<file path="config.mk">
export PLATFORM = sky130hd
export DESIGN_NAME = pc_seq_ctrl
export DESIGN_NICKNAME = d
export VERILOG_FILES = /design/src/rtl/pc_seq_ctrl.sv
export SDC_FILE = /design/constraint.sdc
export NUM_CORES = 1
export LEC_CHECK = 0
export BUFFER_PORTS_ARGS = -buffer_cell sky130_fd_sc_hd__buf_2
export CORE_ASPECT_RATIO = 0.9
export CORE_MARGIN = 8
export CORE_UTILIZATION = 43
export DETAILED_ROUTE_END_ITERATION = 8
export PLACE_DENSITY = 0.76
export SLEW_MARGIN = 20
export SYNTH_ARGS = -nofsm -noshare
export SYNTH_HDL_FRONTEND = slang
export SYNTH_SLANG_ARGS = --single-unit
</file>
<file path="constraint.sdc">
create_clock -name clk -period 1.5 [get_ports clk]
set_input_delay 0.225 -clock clk [delete_from_list [all_inputs] [get_ports clk]]
set_output_delay 0.225 -clock clk [all_outputs]
set_load 0.1 [all_outputs]
</file>
<file path="src/rtl/pc_seq_ctrl.sv">
// Fetch sequencer: reads the PC, fetches the instruction, hands it to decode and writes back the next PC.
// Optional fetch watchdog enabled by defining PCSEQ_FETCH_TIMEOUT_EN.
module pc_seq_ctrl #(
  parameter int DW      = 32,
  parameter int TIMEOUT = 255
) (
  input  logic          clk,
  input  logic          rst,
  input  logic          run,
  output logic          re_pc,
  output logic          wr_pc,
  output logic [17:0]   pc_in,
  input  logic [17:0]   pc_out,
  input  logic          redirect_valid,
  input  logic [17:0]   redirect_addr,
  output logic          imem_req,
  output logic [17:0]   imem_addr,
  input  logic          imem_ack,
  input  logic [DW-1:0] imem_rdata,
  output logic          instr_valid,
  input  logic          instr_ready,
  output logic [DW-1:0] instr,
  output logic [17:0]   instr_pc,
  output logic          busy,
  output logic          fetch_err
);

  typedef enum logic [2:0] {
    S_IDLE  = 3'd0,
    S_RDPC  = 3'd1,
    S_LATCH = 3'd2,
    S_FETCH = 3'd3,
    S_ISSUE = 3'd4
  } state_t;

  localparam logic [7:0] TO_LAST = 8'(TIMEOUT - 1);

  state_t         state_reg;
  logic [17:0]    cur_pc_reg;
  logic           pend_reg;
  logic [17:0]    pend_addr_reg;
  logic           re_pc_reg;
  logic           imem_req_reg;
  logic           instr_valid_reg;
  logic [DW-1:0]  instr_reg;
  logic [17:0]    instr_pc_reg;
  logic           err_block;
  logic           handshake;
  logic [17:0]    next_pc;

  // The PC write has to land in the handshake cycle itself so the
  // following RDPC reads the updated register; hence it is combinational.
  assign handshake = (state_reg == S_ISSUE) && instr_ready;

  always_comb begin
    next_pc = cur_pc_reg + 18'd1;
    if (redirect_valid) begin
      next_pc = redirect_addr;
    end else if (pend_reg) begin
      next_pc = pend_addr_reg;
    end
  end

`ifdef PCSEQ_FETCH_TIMEOUT_EN
  logic [7:0] to_cnt_reg;
  logic       fetch_err_reg;

  assign err_block = fetch_err_reg;
  assign fetch_err = fetch_err_reg;

  always_ff @(posedge clk) begin
    if (rst) begin
      to_cnt_reg    <= 8'd0;
      fetch_err_reg <= 1'b0;
    end else begin
      if (state_reg == S_LATCH) begin
        to_cnt_reg <= 8'd0;
      end else if (state_reg == S_FETCH && !imem_ack) begin
        if (to_cnt_reg == TO_LAST) begin
          fetch_err_reg <= 1'b1;
        end else begin
          to_cnt_reg <= to_cnt_reg + 8'd1;
        end
      end
    end
  end

  logic fetch_timeout;
  assign fetch_timeout = (state_reg == S_FETCH) && !imem_ack && (to_cnt_reg == TO_LAST);
`else
  logic fetch_timeout;
  logic unused_timeout_cfg;

  assign fetch_timeout      = 1'b0;
  assign err_block          = 1'b0;
  assign fetch_err          = 1'b0;
  assign unused_timeout_cfg = ^TO_LAST;
`endif

  always_ff @(posedge clk) begin
    if (rst) begin
      state_reg       <= S_IDLE;
      cur_pc_reg      <= 18'd0;
      pend_reg        <= 1'b0;
      pend_addr_reg   <= 18'd0;
      re_pc_reg       <= 1'b0;
      imem_req_reg    <= 1'b0;
      instr_valid_reg <= 1'b0;
      instr_reg       <= '0;
      instr_pc_reg    <= 18'd0;
    end else begin
      // A redirect seen in the handshake cycle is consumed directly via next_pc.
      if (handshake) begin
        pend_reg <= 1'b0;
      end else if (redirect_valid) begin
        pend_reg      <= 1'b1;
        pend_addr_reg <= redirect_addr;
      end

      case (state_reg)
        S_IDLE: begin
          if (run && !err_block) begin
            state_reg <= S_RDPC;
            re_pc_reg <= 1'b1;
          end
        end
        S_RDPC: begin
          re_pc_reg <= 1'b0;
          state_reg <= S_LATCH;
        end
        S_LATCH: begin
          cur_pc_reg   <= pc_out;
          imem_req_reg <= 1'b1;
          state_reg    <= S_FETCH;
        end
        S_FETCH: begin
          if (imem_ack) begin
            imem_req_reg    <= 1'b0;
            instr_reg       <= imem_rdata;
            instr_pc_reg    <= cur_pc_reg;
            instr_valid_reg <= 1'b1;
            state_reg       <= S_ISSUE;
          end else if (fetch_timeout) begin
            imem_req_reg <= 1'b0;
            state_reg    <= S_IDLE;
          end
        end
        S_ISSUE: begin
          if (instr_ready) begin
            instr_valid_reg <= 1'b0;
            if (run) begin
              state_reg <= S_RDPC;
              re_pc_reg <= 1'b1;
            end else begin
              state_reg <= S_IDLE;
            end
          end
        end
        default: begin
          state_reg       <= S_IDLE;
          re_pc_reg       <= 1'b0;
          imem_req_reg    <= 1'b0;
          instr_valid_reg <= 1'b0;
        end
      endcase
    end
  end

  assign re_pc       = re_pc_reg;
  assign wr_pc       = handshake;
  assign pc_in       = handshake ? next_pc : 18'd0;
  assign imem_req    = imem_req_reg;
  assign imem_addr   = cur_pc_reg;
  assign instr_valid = instr_valid_reg;
  assign instr       = instr_reg;
  assign instr_pc    = instr_pc_reg;
  assign busy        = (state_reg != S_IDLE);

endmodule

</file>
Yosys cells after proc, flatten, opt, wreduce, memory -nomap -nowiden:

Index checks and enable logic that the tools add are counted.

* register bits after elaboration: 93
* logic and storage cells: 50

* add/sub/neg operators: 1
* reductions and logical operators: 13
* mux-type cells: 16
* bitwise operators: 4
* equal/unequal tests: 7

Operator list (number)
* 18-bit two-way mux: 3
* 18-bit by 1-bit adder with 18-bit output, second input constant: 1
* 3-bit case mux with 5 select lines: 1
* 3-bit two-way mux: 3
* 1-bit case mux with 3 select lines: 3
* 2-bit AND reduction: 4
* 3-bit by 2-bit == test with 1-bit output, second input constant: 2
* 1-bit two-way mux: 6
* 2-bit != test, second input constant: 3
* 3-bit AND reduction: 2
* 3-bit OR reduction: 2
* 1-bit NOT: 4
* 2-bit OR reduction: 2
* 3-bit by 1-bit == test with 1-bit output, second input constant: 1
* 3-bit == test, second input constant: 1
* 3-bit zero test: 1
* 3-bit nonzero test: 1
* 1-bit logical AND: 1

Longest topological paths before layout:

* depth in word-level cells: 4
* mapped depth: 8
* gate-level depth less buffers: 5

Worst setup path before layout:

OpenSTA, ideal clock, no wires.

* path type: flip-flop to output port
* from: register cur_pc_reg[3], in the netlist imem_addr[3]
* to: output port pc_in[17]
* path buffers: 1
* data arrival time: 4.249 ns
* data required time: 1.275 ns
* setup slack: -2.974 ns
* stages on the path, launching flop included: 6
* path through: dfxtp_1 > buf_2 > nand4_2 > nor4_1 > mux2i_1 > a211oi_1

* longest elaborated chain between the ends: 4

Ends and longest elaborated chain
* start, declared: line 39 `logic [17:0] cur_pc_reg;`
* start signal, assigned: line 132 `cur_pc_reg <= pc_out;`
* 18-bit by 1-bit adder with 18-bit output: line 56 `next_pc = cur_pc_reg + 18'd1;`
* 18-bit two-way mux: line 59 `end else if (pend_reg) begin`
* 18-bit two-way mux: line 57 `if (redirect_valid) begin`
* 18-bit two-way mux: line 171 `assign pc_in = handshake ? next_pc : 18'd0;`
* end, declared: line 12 `output logic [17:0] pc_in,`

No other way between the ends.

Final worst setup path:

* from: register cur_pc_reg[2], in the netlist imem_addr[2]
* to: output port pc_in[10]

The elaborated chain is that of the path after synthesis.

==> run metrics <==
status=finished, violations left; violated checks=negative setup slack; post-route non-filler standard cell count=903; grt peak-use layer=met2; area grow syn2layout=85.0%; Hold WS=81.9 ps; # port buffers=164; die area=0.0126 mm²; DRC=0; placed insts=855; routed len/inst=21.2 µm; mapped cell area=0.00398 mm²; Final nets=851; CP Max Fanout=8; Power Density=808 mW/mm²; worst skew pair latency=370 ps; # IOs=166; die height=107 µm; met2 capacity usage during global routing=0.408; Crit Path Class=reg -> out; TritonCTS Buffers=9; CTS tree=done; initial antenna violation count=0; clock slew at reported path FFs=110 ps; # clock sinks=93; Vias=5233; met3 global-route usage=0.0808; Final Hold Vio Count=0; total power=0.00596 W; worst-case clock buffer depth=2; Final Critical Period=2290 ps; Seq. cell area=0.00193 mm²; max reg flops=32; Core Box Area=0.00904 mm²; Peak VDD IR=716 µV; GR Util met1=0.264; first-pass GRT wire length=24400 µm; setup TNS=-12700 ps; 1st-iter DRT viols=486; worst min path class=in -> reg; asr flop ratio synth=0; Site Rows=33; sequential area share after synthesis=0.467; Max Cap Viol=0; R2R depth=9; DRT Wirelength=19100 µm; largest family of logic cells by synthesized area=simple AND/OR/NAND/NOR gates; Crit Reg-Reg Startpoint=state_reg[1]; syn_area_per_cell=7.46 µm²; Critical Path End Type=output pin; hold_buf cts=0; final setup violation count=39; Root Buffer=clkbuf_8; commonest non-fill, non-tap cell in the layout=nand2_1; fin crit share=1.52; Synth Warn #=0; antenna cell count=0; most frequent cells in the layout=nand2_1 (156), buf_2 (126), dfxtp_1 (72), buf_4 (72), a21oi_1 (66); GR Overflow Total=0; largest net degree at the start of global routing=31; hold path start=imem_rdata[27]; Adder-Cell Fraction of Synth Area=0.00314; Mapped Cells=534; drt via density=5.80; register bit total from synthesis=93; Clock Skews=8.55 ps; post-route ant nets=0; DP Wirelength=11300 µm; multiplexer share of the synthesized area=0.0101; Post-synth EDFFs=0; Post-synth top flop=dfxtp_1; RSZ-0062 raised after global routing=yes; Worst Path Required=1270 ps; drt first pass iters=9; initial core utilization=0.440; Placer Congestion=0.920; Synth Area in Compound Gates=0.199; H-Tree Level Count=3; Worst Hold Path Cells=3; f_max=0.437 GHz; Synth Area in XOR/XNOR=0.0176; Fill cells=506; distinct cell type count after synthesis=44; layout cells sized above 1=0.551; CP startpoint kind=flop; die width=117 µm; Post-Syn Nets=609; Post-Synth Simple-Gate Area=0.254; leak pwr=3.00 nW; Setup crit start=imem_addr[2]; Critical Path AT=2060 ps; Pins Over Slew Limit=0; GRT Total Usage=0.236; Setup WS post-layout=-787 ps; vias in the first global route=4843; footprint of the multi-input gates=0.00266 mm²
[critical path, stage by stage, from the launching register on]
cell     delay, ps
dfxtp_4        370
buf_6          150
nand4_4        230
buf_6          230
nor3_4         240
xnor2_2        120
a21oi_4        170
buf_12         190
[path summary, 6_finish.rpt]
| kind | endpoint | slack, ps |
|---|---|---|
| worst max-delay path | pc_in[10] | -790 |
| worst min-delay path | instr[27] | 80 |
| worst max register to register | pend_addr_reg[6] | -230 |
| worst min register to register | instr[12] | 460 |
[metal layers]
metal / routed length [µm] / up-vias
met4: 1060 / 0
li1: - / 2305
met1: 6860 / 2467
met3: 1850 / 99
met2: 9350 / 362
met5: 0 / -
[logic make-up (layout without fill, tap and decap cells)]
group | after synthesis | in the layout
flip-flops | 93 | 93
other | 1 | 1
AO/OA/AOI/OAI | 140 | 140
buffers and inverters | 45 | 292
multiplexers | 4 | 4
XOR/XNOR | 8 | 8
adder cells (fa/ha/maj) | 1 | 1
AND/OR/NAND/NOR | 242 | 242
[per-stage QoR]
stage	worst slack (ps)	area (µm²)	util
after global routing	-822	7370	0.815
after floorplan	-1020	4410	-
after detailed placement	-399	6210	0.686
after CTS	-726	6670	0.738
after global placement	-343	6210	0.686
final	-787	7370	0.815
[report_power, final]
part / total, W / switching (W) / internal (W)
clock: 0.00168 / 0.00102 / 0.000660
combinational: 0.00164 / 0.00107 / 0.000567
sequential: 0.00264 / 0.0000839 / 0.00255
total: 0.00596 / 0.00218 / 0.00378
[final cells by class]
cell class              count  share of cell area
clock buffers               9              0.0168
repair buffers            271               0.325
flip-flops and latches     93               0.262
multi-input cells         396               0.361
well taps                 122              0.0207
inverters                   5             0.00425
clock inverters             7              0.0107
[Yosys cell counts (2+ instances only)]
| cell type | instances | area share |
|---|---|---|
| nand2_1 | 188 | 0.18 |
| a21oi_1 | 99 | 0.12 |
| dfxtp_1 | 93 | 0.47 |
| clkbuf_1 | 22 | 0.021 |
| buf_2 | 16 | 0.020 |
| nor2_1 | 15 | 0.014 |
| nor3_1 | 8 | 0.010 |
| a22oi_1 | 6 | 0.011 |
| nand3_1 | 6 | 0.0075 |
| o21ai_0 | 6 | 0.0075 |
| xnor2_1 | 6 | 0.013 |
| nand4_1 | 5 | 0.0079 |
| nor4_1 | 5 | 0.0079 |
| o22ai_1 | 5 | 0.0079 |
| a211oi_1 | 4 | 0.0075 |
| a31oi_1 | 4 | 0.0063 |
| mux2i_1 | 4 | 0.010 |
| o221ai_1 | 4 | 0.0088 |
| a22o_1 | 3 | 0.0066 |
| inv_1 | 3 | 0.0028 |
| o31ai_1 | 3 | 0.0057 |
| clkinv_1 | 2 | 0.0019 |
| nor2b_1 | 2 | 0.0031 |
| o211ai_1 | 2 | 0.0038 |
| or2_2 | 2 | 0.0031 |
| or4_1 | 2 | 0.0038 |
| xor2_1 | 2 | 0.0044 |
[what timing repair did]
| action | CTS | global route |
|---|---|---|
| gates resized for setup | 54 | 118 |
| setup buffers | 6 | 19 |
| cloned | 0 | 9 |
| pin swaps | 9 | 27 |
| setup endpoints to repair | 47 | 96 |
(Power assumes the default switching activity.)
